`config.mk`:
```
export PLATFORM = sky130hd
export DESIGN_NAME = reg_bank_sb_flat
export DESIGN_NICKNAME = d
export VERILOG_FILES = /design/src/rtl/reg_bank_pkg.sv /design/src/rtl/reg_bank_sb_if.sv /design/src/rtl/reg_scoreboard.sv /design/src/rtl/reg_bank_sb.sv /design/src/flat_wrapper.sv
export SDC_FILE = /design/constraint.sdc
export NUM_CORES = 1
export LEC_CHECK = 0
export BUFFER_PORTS_ARGS = -buffer_cell sky130_fd_sc_hd__buf_2
export CAP_MARGIN = 20
export CORE_ASPECT_RATIO = 1.1
export CORE_MARGIN = 5
export CORE_UTILIZATION = 47
export DETAILED_ROUTE_END_ITERATION = 6
export PLACE_DENSITY = 0.67
export SETUP_SLACK_MARGIN = 0.2
export SKIP_CTS_REPAIR_TIMING = 1
export SYNTH_ARGS = -nofsm -noshare
export SYNTH_HDL_FRONTEND = slang
export SYNTH_SLANG_ARGS = --single-unit
```
`constraint.sdc`:
```
create_clock -name clk -period 2.33 [get_ports clk]
set_clock_uncertainty 0.1 [all_clocks]
set_input_delay 0.466 -clock clk [delete_from_list [all_inputs] [get_ports clk]]
set_output_delay 0.466 -clock clk [all_outputs]
set_load 0.1 [all_outputs]
```
`src/rtl/reg_bank_pkg.sv`:
```
// Shared constants and helpers for the scoreboarded register bank.
package reg_bank_pkg;

  localparam int DEF_N     = 32;
  localparam int DEF_NREGS = 16;
  localparam int ZERO_REG  = 0;

  function automatic int addr_w(input int nregs);
    return $clog2(nregs);
  endfunction

endpackage

```
`src/rtl/reg_bank_sb_if.sv`:
```
// Decode/writeback-facing bus of the register bank: two read ports, writeback, issue.
interface reg_bank_sb_if
  import reg_bank_pkg::*;
#(
  parameter int N     = DEF_N,
  parameter int NREGS = DEF_NREGS
);

  localparam int ADDR_W = addr_w(NREGS);

  logic              rd_en1;
  logic [ADDR_W-1:0] rd_addr1;
  logic [N-1:0]      rd_data1;
  logic              rd_busy1;
  logic              rd_en2;
  logic [ADDR_W-1:0] rd_addr2;
  logic [N-1:0]      rd_data2;
  logic              rd_busy2;
  logic              wr_en;
  logic [ADDR_W-1:0] wr_addr;
  logic [N-1:0]      wr_data;
  logic              iss_en;
  logic [ADDR_W-1:0] iss_dest;
  logic              any_busy;

  modport master (
    output rd_en1, rd_addr1, rd_en2, rd_addr2,
    output wr_en, wr_addr, wr_data, iss_en, iss_dest,
    input  rd_data1, rd_busy1, rd_data2, rd_busy2, any_busy
  );

  modport slave (
    input  rd_en1, rd_addr1, rd_en2, rd_addr2,
    input  wr_en, wr_addr, wr_data, iss_en, iss_dest,
    output rd_data1, rd_busy1, rd_data2, rd_busy2, any_busy
  );

endinterface

```
`src/rtl/reg_scoreboard.sv`:
```
// Per-register busy bits: issue sets, writeback clears, issue wins on collision.
module reg_scoreboard
  import reg_bank_pkg::*;
#(
  parameter  int NREGS  = DEF_NREGS,
  localparam int ADDR_W = addr_w(NREGS)
) (
  input  logic              clk,
  input  logic              rst_n,
  input  logic              iss_en,
  input  logic [ADDR_W-1:0] iss_dest,
  input  logic              wr_en,
  input  logic [ADDR_W-1:0] wr_addr,
  input  logic              rd_en1,
  input  logic [ADDR_W-1:0] rd_addr1,
  input  logic              rd_en2,
  input  logic [ADDR_W-1:0] rd_addr2,
  output logic              rd_busy1,
  output logic              rd_busy2,
  output logic              any_busy
);

  logic [NREGS-1:0] busy;
  logic [NREGS-1:0] busy_nxt;

  always_comb begin
    // NOTE: default every comb output first so no path leaves it unassigned (no latch).
    busy_nxt = busy;
    for (int i = 1; i < NREGS; i++) begin
      if (iss_en && iss_dest == ADDR_W'(i))
        busy_nxt[i] = 1'b1;
      else if (wr_en && wr_addr == ADDR_W'(i))
        busy_nxt[i] = 1'b0;
    end
    busy_nxt[ZERO_REG] = 1'b0;
  end

  // NOTE: state registers use non-blocking assignment so all flops sample the same pre-edge values.
  always_ff @(posedge clk or negedge rst_n) begin
    if (!rst_n) begin
      busy     <= '0;
      any_busy <= 1'b0;
    end else begin
      busy     <= busy_nxt;
      any_busy <= |busy_nxt;
    end
  end

  // Reads see the pre-edge busy state; a same-cycle writeback masks the hazard.
  always_ff @(posedge clk or negedge rst_n) begin
    if (!rst_n) begin
      rd_busy1 <= 1'b0;
      rd_busy2 <= 1'b0;
    end else begin
      if (rd_en1) rd_busy1 <= busy[rd_addr1] & ~(wr_en && wr_addr == rd_addr1);
      if (rd_en2) rd_busy2 <= busy[rd_addr2] & ~(wr_en && wr_addr == rd_addr2);
    end
  end

endmodule

```
`src/rtl/reg_bank_sb.sv`:
```
// Register bank with registered dual read ports, write-to-read bypass and RAW scoreboard.
module reg_bank_sb
  import reg_bank_pkg::*;
#(
  parameter int N     = DEF_N,
  parameter int NREGS = DEF_NREGS
) (
  input  logic          clk,
  input  logic          rst_n,
  reg_bank_sb_if.slave  bus
);

  localparam int                ADDR_W = addr_w(NREGS);
  localparam logic [ADDR_W-1:0] R0     = ADDR_W'(ZERO_REG);

  logic [N-1:0] regs [NREGS];
  logic [N-1:0] byp1;
  logic [N-1:0] byp2;

  // regs[0] is never written, so it reads as zero without a special case.
  always_comb begin
    byp1 = regs[bus.rd_addr1];
    byp2 = regs[bus.rd_addr2];
    if (bus.wr_en && bus.wr_addr == bus.rd_addr1 && bus.rd_addr1 != R0) byp1 = bus.wr_data;
    if (bus.wr_en && bus.wr_addr == bus.rd_addr2 && bus.rd_addr2 != R0) byp2 = bus.wr_data;
  end

  // NOTE: the array is reset because architectural registers must read zero after reset.
  always_ff @(posedge clk or negedge rst_n) begin
    if (!rst_n) begin
      for (int i = 0; i < NREGS; i++) regs[i] <= '0;
    end else if (bus.wr_en && bus.wr_addr != R0) begin
      regs[bus.wr_addr] <= bus.wr_data;
    end
  end

  always_ff @(posedge clk or negedge rst_n) begin
    if (!rst_n) begin
      bus.rd_data1 <= '0;
      bus.rd_data2 <= '0;
    end else begin
      if (bus.rd_en1) bus.rd_data1 <= byp1;
      if (bus.rd_en2) bus.rd_data2 <= byp2;
    end
  end

  reg_scoreboard #(.NREGS(NREGS)) u_sb (
    .clk      (clk),
    .rst_n    (rst_n),
    .iss_en   (bus.iss_en),
    .iss_dest (bus.iss_dest),
    .wr_en    (bus.wr_en),
    .wr_addr  (bus.wr_addr),
    .rd_en1   (bus.rd_en1),
    .rd_addr1 (bus.rd_addr1),
    .rd_en2   (bus.rd_en2),
    .rd_addr2 (bus.rd_addr2),
    .rd_busy1 (bus.rd_busy1),
    .rd_busy2 (bus.rd_busy2),
    .any_busy (bus.any_busy)
  );

endmodule

```
`src/flat_wrapper.sv`:
```
// flat-port wrapper written by rule: the top's interface ports become plain ports
module reg_bank_sb_flat import reg_bank_pkg::*;
#(
  parameter int N     = DEF_N,
  parameter int NREGS = DEF_NREGS
)
  (clk, rst_n, bus_rd_en1, bus_rd_addr1, bus_rd_en2, bus_rd_addr2, bus_wr_en, bus_wr_addr, bus_wr_data, bus_iss_en, bus_iss_dest, bus_rd_data1, bus_rd_busy1, bus_rd_data2, bus_rd_busy2, bus_any_busy);
  reg_bank_sb_if #(.N(N), .NREGS(NREGS)) bus_i ();
  input  logic clk;
  input  logic rst_n;
  input wire logic [$bits(bus_i.rd_en1)-1:0] bus_rd_en1;
  input wire logic [$bits(bus_i.rd_addr1)-1:0] bus_rd_addr1;
  input wire logic [$bits(bus_i.rd_en2)-1:0] bus_rd_en2;
  input wire logic [$bits(bus_i.rd_addr2)-1:0] bus_rd_addr2;
  input wire logic [$bits(bus_i.wr_en)-1:0] bus_wr_en;
  input wire logic [$bits(bus_i.wr_addr)-1:0] bus_wr_addr;
  input wire logic [$bits(bus_i.wr_data)-1:0] bus_wr_data;
  input wire logic [$bits(bus_i.iss_en)-1:0] bus_iss_en;
  input wire logic [$bits(bus_i.iss_dest)-1:0] bus_iss_dest;
  output wire logic [$bits(bus_i.rd_data1)-1:0] bus_rd_data1;
  output wire logic [$bits(bus_i.rd_busy1)-1:0] bus_rd_busy1;
  output wire logic [$bits(bus_i.rd_data2)-1:0] bus_rd_data2;
  output wire logic [$bits(bus_i.rd_busy2)-1:0] bus_rd_busy2;
  output wire logic [$bits(bus_i.any_busy)-1:0] bus_any_busy;
  assign bus_i.rd_en1 = bus_rd_en1;
  assign bus_i.rd_addr1 = bus_rd_addr1;
  assign bus_i.rd_en2 = bus_rd_en2;
  assign bus_i.rd_addr2 = bus_rd_addr2;
  assign bus_i.wr_en = bus_wr_en;
  assign bus_i.wr_addr = bus_wr_addr;
  assign bus_i.wr_data = bus_wr_data;
  assign bus_i.iss_en = bus_iss_en;
  assign bus_i.iss_dest = bus_iss_dest;
  assign bus_rd_data1 = bus_i.rd_data1;
  assign bus_rd_busy1 = bus_i.rd_busy1;
  assign bus_rd_data2 = bus_i.rd_data2;
  assign bus_rd_busy2 = bus_i.rd_busy2;
  assign bus_any_busy = bus_i.any_busy;
  reg_bank_sb #(.N(N), .NREGS(NREGS)) u_core (.clk(clk), .rst_n(rst_n), .bus(bus_i));
endmodule
```
==> results.py <==
metrics = {
    "timing": {
        "setup_ws_ns": 0.239,
        "setup_violations": 0,
        "slew_violations": 0,
        "tightest_slew_ns": 0.774,
        "min_period_ns": 2.09,
        "setup-tns-final_ns": 0,
        "hold_viol": 0,
        "fmax_mhz": 478,
        "period_share_pct": 89.8,
        "max_slew_margin_pct": 48.3,
        "rsz0062_at_grt": "no",
    },
    "critical_path": {
        "crit_fanout": 2,
        "max_stage_delay_ns": 0.47,
        "start_kind": "register",
        "crit_path_top_delay_cell": "buf_2",
        "worstSetupEndpointType": "output pin",
        "critPathKind": "register to output pin",
        "cp_top_family": "buffers and inverters",
        "cp.required_ns": 1.76,
        "crit_chain": "buf_2",
        "critPathArrivalTime_ns": 1.53,
        "cp_num_buf_inv": 1,
    },
    "yosys": {
        "synth_top_family_by_area": "multiplexers",
        "syn_inst": 2147,
        "synthSimpleGateAreaFrac_pct": 3.01,
        "avgSynthCellArea_um2": 14.3,
        "ys_seq_elements": 594,
        "synth_top_area_share_pct": 48.4,
        "syn_area_um2": 30700,
        "yosys_warnings": 0,
        "yosysUniqueCellTypes": 59,
        "synth_area_leaders": "dfrtp_1, mux2_2, mux4_2",
        "yosys.area_share.adder_pct": 0,
        "synth-xor-area-share_pct": 0.200,
        "synth_compound_area_share_pct": 6.11,
        "yosys.area.top_type": "dfrtp_1",
        "yosys-mux-area-fraction_pct": 38.1,
        "synth_ff_type": "dfrtp_1",
        "synth_async_sr_flop_share_pct": 100,
        "synth-edff-count": 0,
        "ys_seq_area_share_pct": 48.4,
        "syn_nets": 2201,
    },
    "run_status": {
        "outcome": "finished clean",
    },
    "power": {
        "power.density_nw_per_um2": 941,
        "max-vdd-ir-drop_mv": 0.832,
        "leakage_nw": 15.0,
    },
    "finish": {
        "register_area_um2": 14900,
        "drive_above_1_share_pct": 47.5,
        "layout.cells.non_filler": 3149,
        "final_cell_mix": "dfrtp_1, mux2_2, mux4_2, buf_2, mux2i_1",
        "fillers": 5160,
        "fin_util_pct": 54.6,
        "design_area_um2": 35400,
        "nets": 2300,
        "syn2layout_area_growth_pct": 15.4,
        "multi_input_area_um2": 14700,
        "final_common_cell": "dfrtp_1",
    },
    "placed_design": {
        "dpl.hpwl_um": 59800,
        "dp_slack_ns": -0.00298,
        "placed_cells": 3026,
        "port_buffers": 120,
        "gp_congestion": 0.888,
        "dpl_cell_area_um2": 33200,
    },
    "global_route": {
        "grt_pass1_wl_um": 143000,
        "grt-busiest-layer": "met2",
        "use_met3_pct": 5.31,
        "grtUsageTotal_pct": 26.8,
        "grtUsageMet2_pct": 43.4,
        "grt.overflow.total": 0,
        "grt_max_degree": 71,
        "antenna_found_initial": 4,
        "use_met1_pct": 35.9,
        "grt_pass1_vias": 22059,
    },
    "detailed_routing": {
        "routedWlPerCell_um": 30.2,
        "via_count": 20778,
        "vias_per_cell": 6.60,
        "drtPass1Iterations": 5,
        "dr.first_iter.drc_count": 1802,
        "final_antenna_net_count": 0,
        "drc_errors": 0,
        "totalWireLength_um": 94900,
    },
    "cts": {
        "cts_tree": "built",
        "worstSkewPairLatency_ns": 0.61,
        "htree_levels": 3,
        "clock_sinks": 594,
        "clkTransAtPathRegs_ns": 0.06,
        "cts_buffers": 67,
        "clk_path_buf_depth": 3,
        "root_buffer": "clkbuf_16",
    },
    "worst_hold_path": {
        "hp-class": "input port to register",
    },
    "floorplan": {
        "num_rows": 98,
        "start_util_pct": 47.4,
        "coreArea_um2": 64900,
        "die_w_um": 254,
        "die_area_um2": 70600,
        "ios": 121,
        "dieHeight_um": 278,
    },
    "flow_run": {
        "maxCapViolCount": 0,
    },
}
per-layer routing:
metal,vias up,routed length (um)
met4,2,4300
met5,-,13
met2,1040,45700
li1,8411,-
met3,268,7520
met1,11057,37400
where the power goes:
| part | internal, mW | switching [mW] | leakage (nW) |
|---|---|---|---|
| registers | 12.5 | 1.82 | 7.31 |
| clock network | 6.57 | 4.35 | 1.12 |
| logic | 3.95 | 4.10 | 6.58 |
cells in the mapped netlist, types with 9 or more instances:
cell type  instances
buf_2             85
buf_6              9
mux4_2           210
clkbuf_1         113
dfrtp_1          594
nand2_1           94
a31oi_1           53
nor2_1            51
o21ai_0           70
buf_4             14
o22ai_1           22
mux2_2           481
nor2b_1           17
nand2b_1           9
mux2i_1          105
a22oi_1           56
a21oi_1           15
mux4_1            17
a221oi_1          26
a221o_1           12
path summary, 6_finish.rpt:
path,startpoint,end,slack (ns),cells after the start
worst max-delay path,u_core.bus.rd_data2[15]$_DFFE_PN0P_,bus_rd_data2[15],0.24,1
worst min-delay path,bus_iss_dest[2],u_core.u_sb.busy[2]$_DFF_PN0_,0.11,4
worst max register to register,u_core.regs[96]$_DFFE_PN0P_,u_core.bus.rd_data1[0]$_DFFE_PN0P_,0.53,4
worst min register to register,u_core.regs[490]$_DFFE_PN0P_,u_core.regs[490]$_DFFE_PN0P_,0.30,0
max in group asynchronous,rst_n,u_core.bus.rd_data2[30]$_DFFE_PN0P_,0.93,3
min in group asynchronous,rst_n,u_core.regs[194]$_DFFE_PN0P_,0.33,2
stage by stage:
| stage | total power, mW | hold slack [ns] |
|---|---|---|
| finish | 33.3 | 0.111 |
| global placement | 22.1 | 0.275 |
| CTS | 33.4 | -0.298 |
| floorplan | 20.0 | 0.0704 |
| global route | 34.6 | 0.124 |
| detailed placement | 22.5 | 0.284 |
sequential cells by signal, summed over array words and instances (netlist names):
register and flops:
u_core.bus.rd_data1 32, u_core.u_sb.busy 15, u_core.bus.rd_data2 32, u_core.u_sb.rd_busy1 1, u_core.u_sb.rd_busy2 1, u_core.regs 512, u_core.u_sb.any_busy 1
cell type report:
class                      count  share of cell area (%)
sequential                   594                    41.9
multi-input combinational   1307                    41.4
timing repair buffer         267                    7.11
clock buffer                 100                    5.60
tap                          850                    3.00
clock inverter                20                   0.801
inverter                       9                  0.0953
antenna                        2                  0.0141
cells by family after synthesis:
family                 count (synthesis)
multiplexers                         816
flip-flops                           594
AO/OA/AOI/OAI                        282
buffers and inverters                246
AND/OR/NAND/NOR                      202
XOR/XNOR                               7
(Power assumes the default switching activity.)
